File: config.mk
export PLATFORM = sky130hd
export DESIGN_NAME = tdm_serial_rx8
export DESIGN_NICKNAME = d
export VERILOG_FILES = /design/src/rtl/tdm_serial_rx8.sv
export SDC_FILE = /design/constraint.sdc
export NUM_CORES = 1
export LEC_CHECK = 0
export CORE_ASPECT_RATIO = 0.9
export CORE_MARGIN = 1
export CORE_UTILIZATION = 50
export DETAILED_ROUTE_END_ITERATION = 10
export PLACE_DENSITY = 0.75
export SYNTH_ARGS = -nofsm -noshare
export SYNTH_HDL_FRONTEND = slang
export SYNTH_SLANG_ARGS = --single-unit
File: constraint.sdc
create_clock -name clk -period 2.85 [get_ports clk]
set_input_delay 0.285 -clock clk [delete_from_list [all_inputs] [get_ports clk]]
set_output_delay 0.285 -clock clk [all_outputs]
set_load 0.02 [all_outputs]
File: src/rtl/tdm_serial_rx8.sv
// Receive end of the 8-channel TDM serial link. It detects a start slot on an idle-high
// line, samples 8 channel slots mid-bit (channel 0 first) and checks the stop slot.
module tdm_serial_rx8 #(
  parameter int BIT_CYCLES = 4
) (
  input  logic       clk,
  input  logic       rst,
  input  logic       iSer,
  output logic [7:0] oData,
  output logic       oValid,
  output logic       oFrameErr,
  output logic       oBusy,
  output logic [2:0] oSel
);

  localparam int HALF = BIT_CYCLES / 2;
  localparam int CW   = (BIT_CYCLES > 2) ? $clog2(BIT_CYCLES) : 1;

  localparam logic [CW-1:0] HALF_LAST = CW'(HALF - 1);
  localparam logic [CW-1:0] BIT_LAST  = CW'(BIT_CYCLES - 1);

  typedef enum logic [1:0] {
    IDLE,
    START,
    DATA,
    STOP
  } state_t;

  state_t        state_q;
  logic [CW-1:0] cnt_q;
  logic [7:0]    shift_q;
  logic [7:0]    data_q;
  logic          valid_q;
  logic          err_q;
  logic          busy_q;
  logic [2:0]    sel_q;
  logic [7:0]    shift_d;

  // The slot being received lands in the bit named by the current channel index.
  always_comb begin
    shift_d        = shift_q;
    shift_d[sel_q] = iSer;
  end

  always_ff @(posedge clk) begin
    if (rst) begin
      state_q <= IDLE;
      cnt_q   <= '0;
      shift_q <= 8'hFF;
      data_q  <= 8'hFF;
      valid_q <= 1'b0;
      err_q   <= 1'b0;
      busy_q  <= 1'b0;
      sel_q   <= 3'd0;
    end else begin
      valid_q <= 1'b0;
      err_q   <= 1'b0;
      case (state_q)
        IDLE: begin
          if (!iSer) begin
            state_q <= START;
            cnt_q   <= '0;
            busy_q  <= 1'b1;
          end
        end
        START: begin
          // A start slot that is back to 1 at mid-slot was only a glitch.
          if (cnt_q == HALF_LAST) begin
            cnt_q <= '0;
            sel_q <= 3'd0;
            if (iSer) begin
              state_q <= IDLE;
              busy_q  <= 1'b0;
            end else begin
              state_q <= DATA;
            end
          end else begin
            cnt_q <= cnt_q + 1'b1;
          end
        end
        DATA: begin
          if (cnt_q == BIT_LAST) begin
            cnt_q   <= '0;
            shift_q <= shift_d;
            sel_q   <= sel_q + 3'd1;
            if (sel_q == 3'd7) begin
              state_q <= STOP;
            end
          end else begin
            cnt_q <= cnt_q + 1'b1;
          end
        end
        STOP: begin
          if (cnt_q == BIT_LAST) begin
            cnt_q   <= '0;
            state_q <= IDLE;
            busy_q  <= 1'b0;
            if (iSer) begin
              data_q  <= shift_q;
              valid_q <= 1'b1;
            end else begin
              err_q <= 1'b1;
            end
          end else begin
            cnt_q <= cnt_q + 1'b1;
          end
        end
        default: begin
          state_q <= IDLE;
          cnt_q   <= '0;
          busy_q  <= 1'b0;
          sel_q   <= 3'd0;
        end
      endcase
    end
  end

  assign oData     = data_q;
  assign oValid    = valid_q;
  assign oFrameErr = err_q;
  assign oBusy     = busy_q;
  assign oSel      = sel_q;

endmodule

==> impl_summary.md, run 1 <==
Layout
In the final layout, the multi-input gates occupy 604 um2. Fill cells in the final layout number ~200. The count of cells in the finished layout, fillers not included, comes to ~160. Relative to the synthesized area, the layout overhead comes to 10.7%. The final antenna diode count is 0. The total number of nets in the final design is about 140.

Summing all non-filler instances in the final layout gives an area of about 1400 um2. In the final layout, flip-flops and latches occupy between 500 and 600 um2. In the final layout, the share of cells above drive strength 1 is between 10% and 20%.

Global routing
The number of global-route vias before repair is between 800 and 900. The number of antenna violations at the first check in global routing was 0. The global-route congestion overflow total is 0. Entering global routing, the biggest net connects 20 pins. The aggregate global-route resource usage is about a fifth. The wire length of the first global-routing pass is around 3700 um.

Floorplan
From left edge to right edge, the die measures about 54 um. The core region area is 2260 um2. The die covers 2680 um2. The floorplan die height is between 40 and 50 um. The effective utilization at floorplan is a little over half.

The number of rows in the core area is 16. 17 I/O pins were placed.

Setup path
STA classifies the critical path startpoint as a flop. The number of buffers and inverters on the critical path is 1. The worst setup path is of the reg -> out kind. The slowest cell on the critical path is sky130_fd_sc_hd__clkdlybuf4s50_1. For flop-to-flop paths, the worst setup slack is around 1.2 ns.

STA classifies the critical path endpoint as a primary output. On the worst path, the slowest cell contributes a delay of between 0.6 and 0.7 ns. The signal arrival time at the worst endpoint is between 1.5 and 2 ns. The signal on the critical path passes through clkdlybuf4s50_1.

The peak fanout along the critical path is 12. In this design, the largest share of critical-path delay is due to buffers and inverters. STA puts the critical path data required time at 2.57 ns.

Timing
The sum of negative setup slack is 0 ns. The measured slew at the worst slew-check pin is roughly 0.65 ns. The final-report hold violation count is 0. The maximum clock skew at final layout is between 0.001 and 0.0015 ns. The number of endpoints failing setup at the final stage is 0. The minimum setup slack in the final design is about 0.98 ns.

The upper clock frequency limit is 535 MHz. Across all hold checks on the routed design, the worst slack comes to between 0.5 and 0.6 ns. The count of final max-slew check failures was 0.

The final critical path takes up between 60% and 70% of the cycle. Setup repair after global routing left no endpoint under its margin. The worst slew margin relative to its limit is a little under three fifths. The worst path in the final design needs a cycle of roughly 1.9 ns, including I/O delays and setup.

Logic synthesis
The combined area of all synthesized cells is 1240 um2. The synthesized design contains 26 register bits. The portion of the post-synthesis area used by sequential elements is between 40% and 50%. The number of distinct standard cells referenced by the synthesized netlist is 36. Yosys printed 0 warnings. The mean area per synthesized cell is between 9 and 10 um2. The top flip-flop cell by instance count after synthesis is sky130_fd_sc_hd__dfxtp_1. The number of nets produced by synthesis is 133. Synthesis produced a netlist whose cell count is about 130. In the synthesized netlist the async set-or-reset flop fraction comes to 0%. The number of synthesized flops with an enable pin is 0.

Clock network
The later pin in the worst-skew pair is clocked with a latency of 0.32 ns. Once the clock tree was built, the setup fixing pass inserted 0 buffers. The number of clock buffers added by TritonCTS is 3. The clock slew at the register clock pins of the worst setup and hold paths is approximately 0.13 ns.

The clock passes through at most 2 buffers. The count of cells resized by post-cts repair is 0. The CTS tree is done. CTS built an H-tree with a depth of 1. In this run, post-CTS hold repair placed 0 buffers. The number of clock sinks is 26. The CTS root buffer is sky130_fd_sc_hd__clkbuf_4.

Power and ir drop
Combinational logic is responsible for 6.3% of the overall power. The ratio of total power to cell area is approximately 440 nW/um2. In this run the power spent charging and discharging nets is around 0.14 mW. The static leakage power is between 0.5 and 0.6 nW.

The share of total power dissipated in sequential elements is 62.9%. Net switching is about 23% of the power. The clock network burns between 30% and 40% of the power. VDD sags by at most around 460 uV. The internal power is roughly 0.46 mW.

Route
The final antenna-violating net count is 0. The total via count after detailed routing is 888. In the routed design, unresolved DRC markers number 0. The final routed wirelength across all metal layers is between 2000 and 2500 um. The detailed router's first-iteration violation count is 12. In the routed layout, each cell is associated on average with a via count of roughly 5.5. The number of detailed-routing iterations run before antenna repair is 4. In the final routed layout, each cell accounts on average for 13.0 um.

Place
The area of placed instances is about 1300 um2. In this run the tool buffered the top-level ports with 16 buffer cells. The placement-stage worst setup slack is roughly 1.2 ns. Summed over all nets, the half-perimeter wirelength after detailed placement is about 1400 um.

In this run, placement finished with an instance count of between 150 and 200. The weighted congestion at the end of routability-driven global placement is about 0.78.

Job
The total of max-cap violations is 0.

Status
The run finished with clean final reports.

Min path
The worst hold path belongs to the class reg -> reg.
stage by stage:
step,power [mW],utilization [%]
after global placement,0.423,59.0
after CTS,0.609,60.6
after floorplan,0.418,-
final,0.602,60.6
after global routing,0.625,60.6
after detailed placement,0.425,59.0
state kept, by name (all words and copies together), names as in the netlist, named ones only:
name / count
oBusy: 1
cnt_q: 2
oFrameErr: 1
state_q: 1
oValid: 1
shift_q: 8
oData: 8
oSel: 3
cell type report:
type | count | share of cell area (%)
sequential | 26 | 38.0
clock buffer | 4 | 2.65
multi-input combinational | 86 | 44.1
tap | 27 | 2.47
timing repair buffer | 17 | 12.2
inverter | 2 | 0.548
cells by family after synthesis:
logic type	synth area share, %
buffers and inverters	9.10
AOI/OAI and AO/OA	10.1
and+or+nand+nor	26.3
muxes	7.38
adders and majority gates	5.06
DFF	42.1
final timing paths:
path | startpoint | endpoint | depth (start not counted)
max | oSel[2] | oSel[2] | 1
max reg2reg | cnt_q[0] | shift_q[3] | 4
min reg2reg | shift_q[0] | oData[0] | 2
min | shift_q[0] | oData[0] | 2
per-layer routing:
metal,wire length [um],GRT usage (%),vias to the layer above
met1,1080,25.5,408
met4,30,6.84,0
met2,930,28.3,12
li1,-,-,464
met3,66,5.30,4
met5,0,0,-
tightest hold or removal path, delay by kind of cell (launching register included):
kind,cells,cell delay (ns)
simple gates,1,0.05
flops,1,0.33
compound gates,1,0.10
power groups by stage:
stage	clock (mW)	sequential (mW)	combinational, mW
6_report	0.185	0.379	0.0381
2_1_floorplan	0	0.383	0.0349
3_3_place_gp	0	0.386	0.0371
5_1_grt	0.202	0.381	0.0420
4_1_cts	0.192	0.379	0.0383
3_5_place_dp	0	0.387	0.0380
placed cells by master (no fill, tap or decap), drive strengths merged, types with 2 or more instances in the layout:
| master | count |
|---|---|
| o21ai | 2 |
| nor3 | 11 |
| clkdlybuf4s50 | 16 |
| and4 | 2 |
| inv | 2 |
| nor3b | 3 |
| ha | 5 |
| dfxtp | 26 |
| nand3b | 4 |
| a21oi | 12 |
| nor2b | 2 |
| mux2i | 8 |
| nor2 | 18 |
| nor4 | 2 |
| clkbuf | 4 |
| nand2 | 4 |
Yosys cell counts, types with 2 or more instances:
cell type	count	area [um2]
sky130_fd_sc_hd__nand3b_1	4	30.0
sky130_fd_sc_hd__dfxtp_1	26	521
sky130_fd_sc_hd__nand2_1	4	15.0
sky130_fd_sc_hd__ha_1	5	62.6
sky130_fd_sc_hd__o21ai_0	2	10.0
sky130_fd_sc_hd__a21oi_1	11	55.1
sky130_fd_sc_hd__mux2i_1	8	80.1
sky130_fd_sc_hd__nor3_1	10	50.1
sky130_fd_sc_hd__inv_1	2	7.51
sky130_fd_sc_hd__nor4_1	2	12.5
sky130_fd_sc_hd__buf_2	2	10.0
sky130_fd_sc_hd__nor2_1	17	63.8
sky130_fd_sc_hd__nor3b_1	3	22.5
sky130_fd_sc_hd__clkbuf_1	2	7.51
sky130_fd_sc_hd__buf_6	6	67.6
No activity file was read; power rests on OpenSTA's default activity.
==> run 2, diff against run 1 <==
- clock period: 2.85 -> 1.9 ns (I/O delays scaled with it)
==> impl_summary.md, run 2 (same netlist as run 1, synthesis figures left out) <==
Status
The run finished with clean final reports.

Clock network
The CTS root buffer is sky130_fd_sc_hd__clkbuf_4. The number of buffers added to fix hold violations after cts is 0 (unchanged). The total clock buffers created by CTS is 3 (unchanged). The number of H-tree branching levels is 1 (unchanged). The clock insertion delay at the later pin of the skew report came to 0.32 ns (about the same). The number of setup buffers added after CTS is 0 (unchanged). The maximum buffer depth of the clock tree is 2 (unchanged).

TritonCTS built the clock tree. The count of cells resized by post-cts repair was 0 (unchanged). The number of clock sinks came to 26 (unchanged). The clock slew at the register clock pins of the worst setup and hold paths was 0.14 ns (about the same).

Power and ir drop
The share of total power consumed by net switching is 20.5% (-2.3 points). The relative contribution of the clock network to total power was 37.2% (+6.5 points). The static leakage power is 0.531 nW (+1.3%). The net switching power is 0.205 mW (+49%). The share of total power in combinational logic came to 5.9% (-0.4 points). The total power consumption of the routed design came to 0.999 mW (+66%). The internal power was 0.794 mW (+71%). The highest ir drop seen on vdd was 574 uV (+24%). The part of the total power dissipated in sequential elements is 56.9% (-6.0 points). The ratio of total power to cell area was 720 nW/um2 (+64%).

Setup path
The endpoint required time on the critical path came to 1.71 ns (-0.86 ns). The endpoint kind of the worst setup timing path is a primary output. The depth of the critical timing path with buffers and inverters included is 1 (unchanged). The biggest cell delay along the critical path was 0.68 ns (about the same). The class of the most critical setup path is reg -> out. The peak fanout along the critical path is 12 (unchanged). Walking the worst path, the cells encountered are clkdlybuf4s50_1.

In this design, the largest share of critical-path delay is due to buffers and inverters. The cell depth of the worst flop-to-flop path is 4 (unchanged). The sum of buffers and inverters on the critical path is 1 (unchanged). The signal arrival time at the worst endpoint is 1.58 ns (about the same). The startpoint type of the worst setup path is a flop. The slowest cell on the critical path is sky130_fd_sc_hd__clkdlybuf4s50_1. The register-to-register setup slack is 0.28 ns (-0.92 ns).

Timing
Setup repair after global routing left no endpoint under its margin. The final-report hold violation count is 0 (unchanged). The final critical-path required period is ~1.8 ns.

The number of endpoints failing setup at the final stage is 0 (unchanged). The portion of the clock cycle consumed by the worst path in the final layout is between 90% and 100%. The maximum clock skew at final layout is 0.0164 ns (+0.0152 ns).

The measured slew at the worst slew-check pin is 0.641 ns (-0.0130 ns). The sum of negative setup slack is 0 ns (unchanged). Derived from the worst setup path, the maximum achievable clock frequency is about 570 MHz. The worst slew margin relative to its limit was 57.2% (+0.87 points). The count of final max-slew check failures was 0 (unchanged). The minimum hold slack came to 0.522 ns (+0.0127 ns).

Floorplan
The die width is 54.4 um (unchanged). The effective utilization at floorplan is 54.7% (unchanged). The number of top-level pins was 17 (unchanged). The floorplan die height is 49.2 um (unchanged).

The core region area is 2260 um2 (unchanged). The area of the die came to 2680 um2 (unchanged). The number of rows in the core area is 16 (unchanged).

Global routing
The number of global-route vias before repair is 843 (+0.96%). The wire length of the first global-routing pass is 3700 um (-1.1%). The aggregate global-route resource usage was 18.8% (-0.090 points).

The pin count of the biggest net entering global routing is 20 (unchanged). The global-route congestion overflow total was 0 (unchanged). The number of antenna violations at the first check in global routing is 0 (unchanged).

Layout
The number of standard cells in the layout, taps in and fillers out came to 162 (unchanged). The area taken by flip-flops and latches is 520 um2 (unchanged). The final design instance area without fill is 1390 um2 (+1.2%). Leaving out fill and tap cells, the most frequent cells in the layout are sky130_fd_sc_hd__dfxtp_1, sky130_fd_sc_hd__nor2_1, sky130_fd_sc_hd__clkdlybuf4s50_1, sky130_fd_sc_hd__a21oi_1, sky130_fd_sc_hd__nor3_1. The share of layout cells above drive strength 1 is 11.1% (unchanged). The area of the multi-input gates came to 604 um2 (unchanged).

The total number of nets in the final design is 144 (unchanged). The most common cell after layout, fill and taps aside is sky130_fd_sc_hd__dfxtp_1. The final antenna diode count is 0 (unchanged). The total of fill cells in the finished design is 202 (+2.5%). Relative to the synthesized area, the layout overhead comes to 12.0%.

Place
The HPWL after detailed placement is 1500 um (+4.3%). The area of placed instances was 1330 um2 (unchanged). The weighted congestion at the end of routability-driven global placement is 0.863 (+11%). The cell total after placement was 158 (unchanged). The port buffer count is 16 (unchanged).

Route
The final routed wirelength across all metal layers came to 2150 um (+2.1%). The detailed router's first-iteration violation count came to 19 (+7). The number of detailed-routing iterations run before antenna repair is 4 (unchanged). The final antenna-violating net count is 0 (unchanged). The average wire length per cell after detail routing is 13.3 um (+2.1%). The total via count after detailed routing is 894 (+0.68%). The ratio of routed vias to standard cells was 5.52 (+0.68%). The remaining design rule violation count is 0 (unchanged).

Min path
The worst hold path stage count is 2 (unchanged). The path type of the worst min-delay path is reg -> reg.

Job
The total of max-cap violations is 0 (unchanged).
==> run 2: changes by cell type in the layout (fill, tap and decap cells not counted), sizes merged <==
cell	change
bufinv	+1
clkbuf	-1
==> run 2: cell type report <==
type                    count  share of cell area [%]
multi-input cells          86                    43.6
well taps                  27                    2.44
clock inverters             1                    2.17
clock buffers               3                    1.62
inverters                   2                   0.542
repair buffers             17                    12.1
flip-flops and latches     26                    37.5
==> run 2: power by group through the flow <==
stage | registers, mW | clock network (mW) | logic (mW)
global placement | 0.579 | 0 | 0.0562
floorplan | 0.574 | 0 | 0.0524
global route | 0.571 | 0.413 | 0.0657
detailed placement | 0.580 | 0 | 0.0585
finish | 0.569 | 0.371 | 0.0587
CTS | 0.568 | 0.388 | 0.0592
==> run 2: worst register-to-register path: cells and delay by family (launching register included) <==
family                     cells  cell delay [ns]
adders and majority gates      1             0.43
and+or+nand+nor                2             0.46
DFF                            1             0.46
muxes                          1             0.14
==> run 2: through the flow <==
stage / setup WS [ns] / utilization (%)
global placement: 0.359 / 59.0
detailed placement: 0.316 / 59.0
CTS: 0.117 / 61.3
finish: 0.132 / 61.3
floorplan: 0.528 / -
global route: 0.0454 / 61.3
==> run 2: per-layer routing <==
layer | up-vias | part of all wire (%) | GRT usage, %
li1 | 464 | - | -
met1 | 412 | 50 | 26.7
met2 | 16 | 45 | 27.0
met3 | 2 | 3.8 | 6.54
met4 | 0 | 0.56 | 4.70
met5 | - | 0 | 0
==> run 2: final timing paths <==
check | startpoint | endpoint
worst min-delay path | shift_q[0] | oData[0]
worst max register to register | cnt_q[0] | shift_q[2]
worst min register to register | shift_q[0] | oData[0]
worst max-delay path | oSel[2] | oSel[2]
==> run 3, diff against run 2 <==
- CAP_MARGIN: unset -> 40
==> results of run 3 <==
The final DEF is identical to that of run 2; final timing and power are the same.
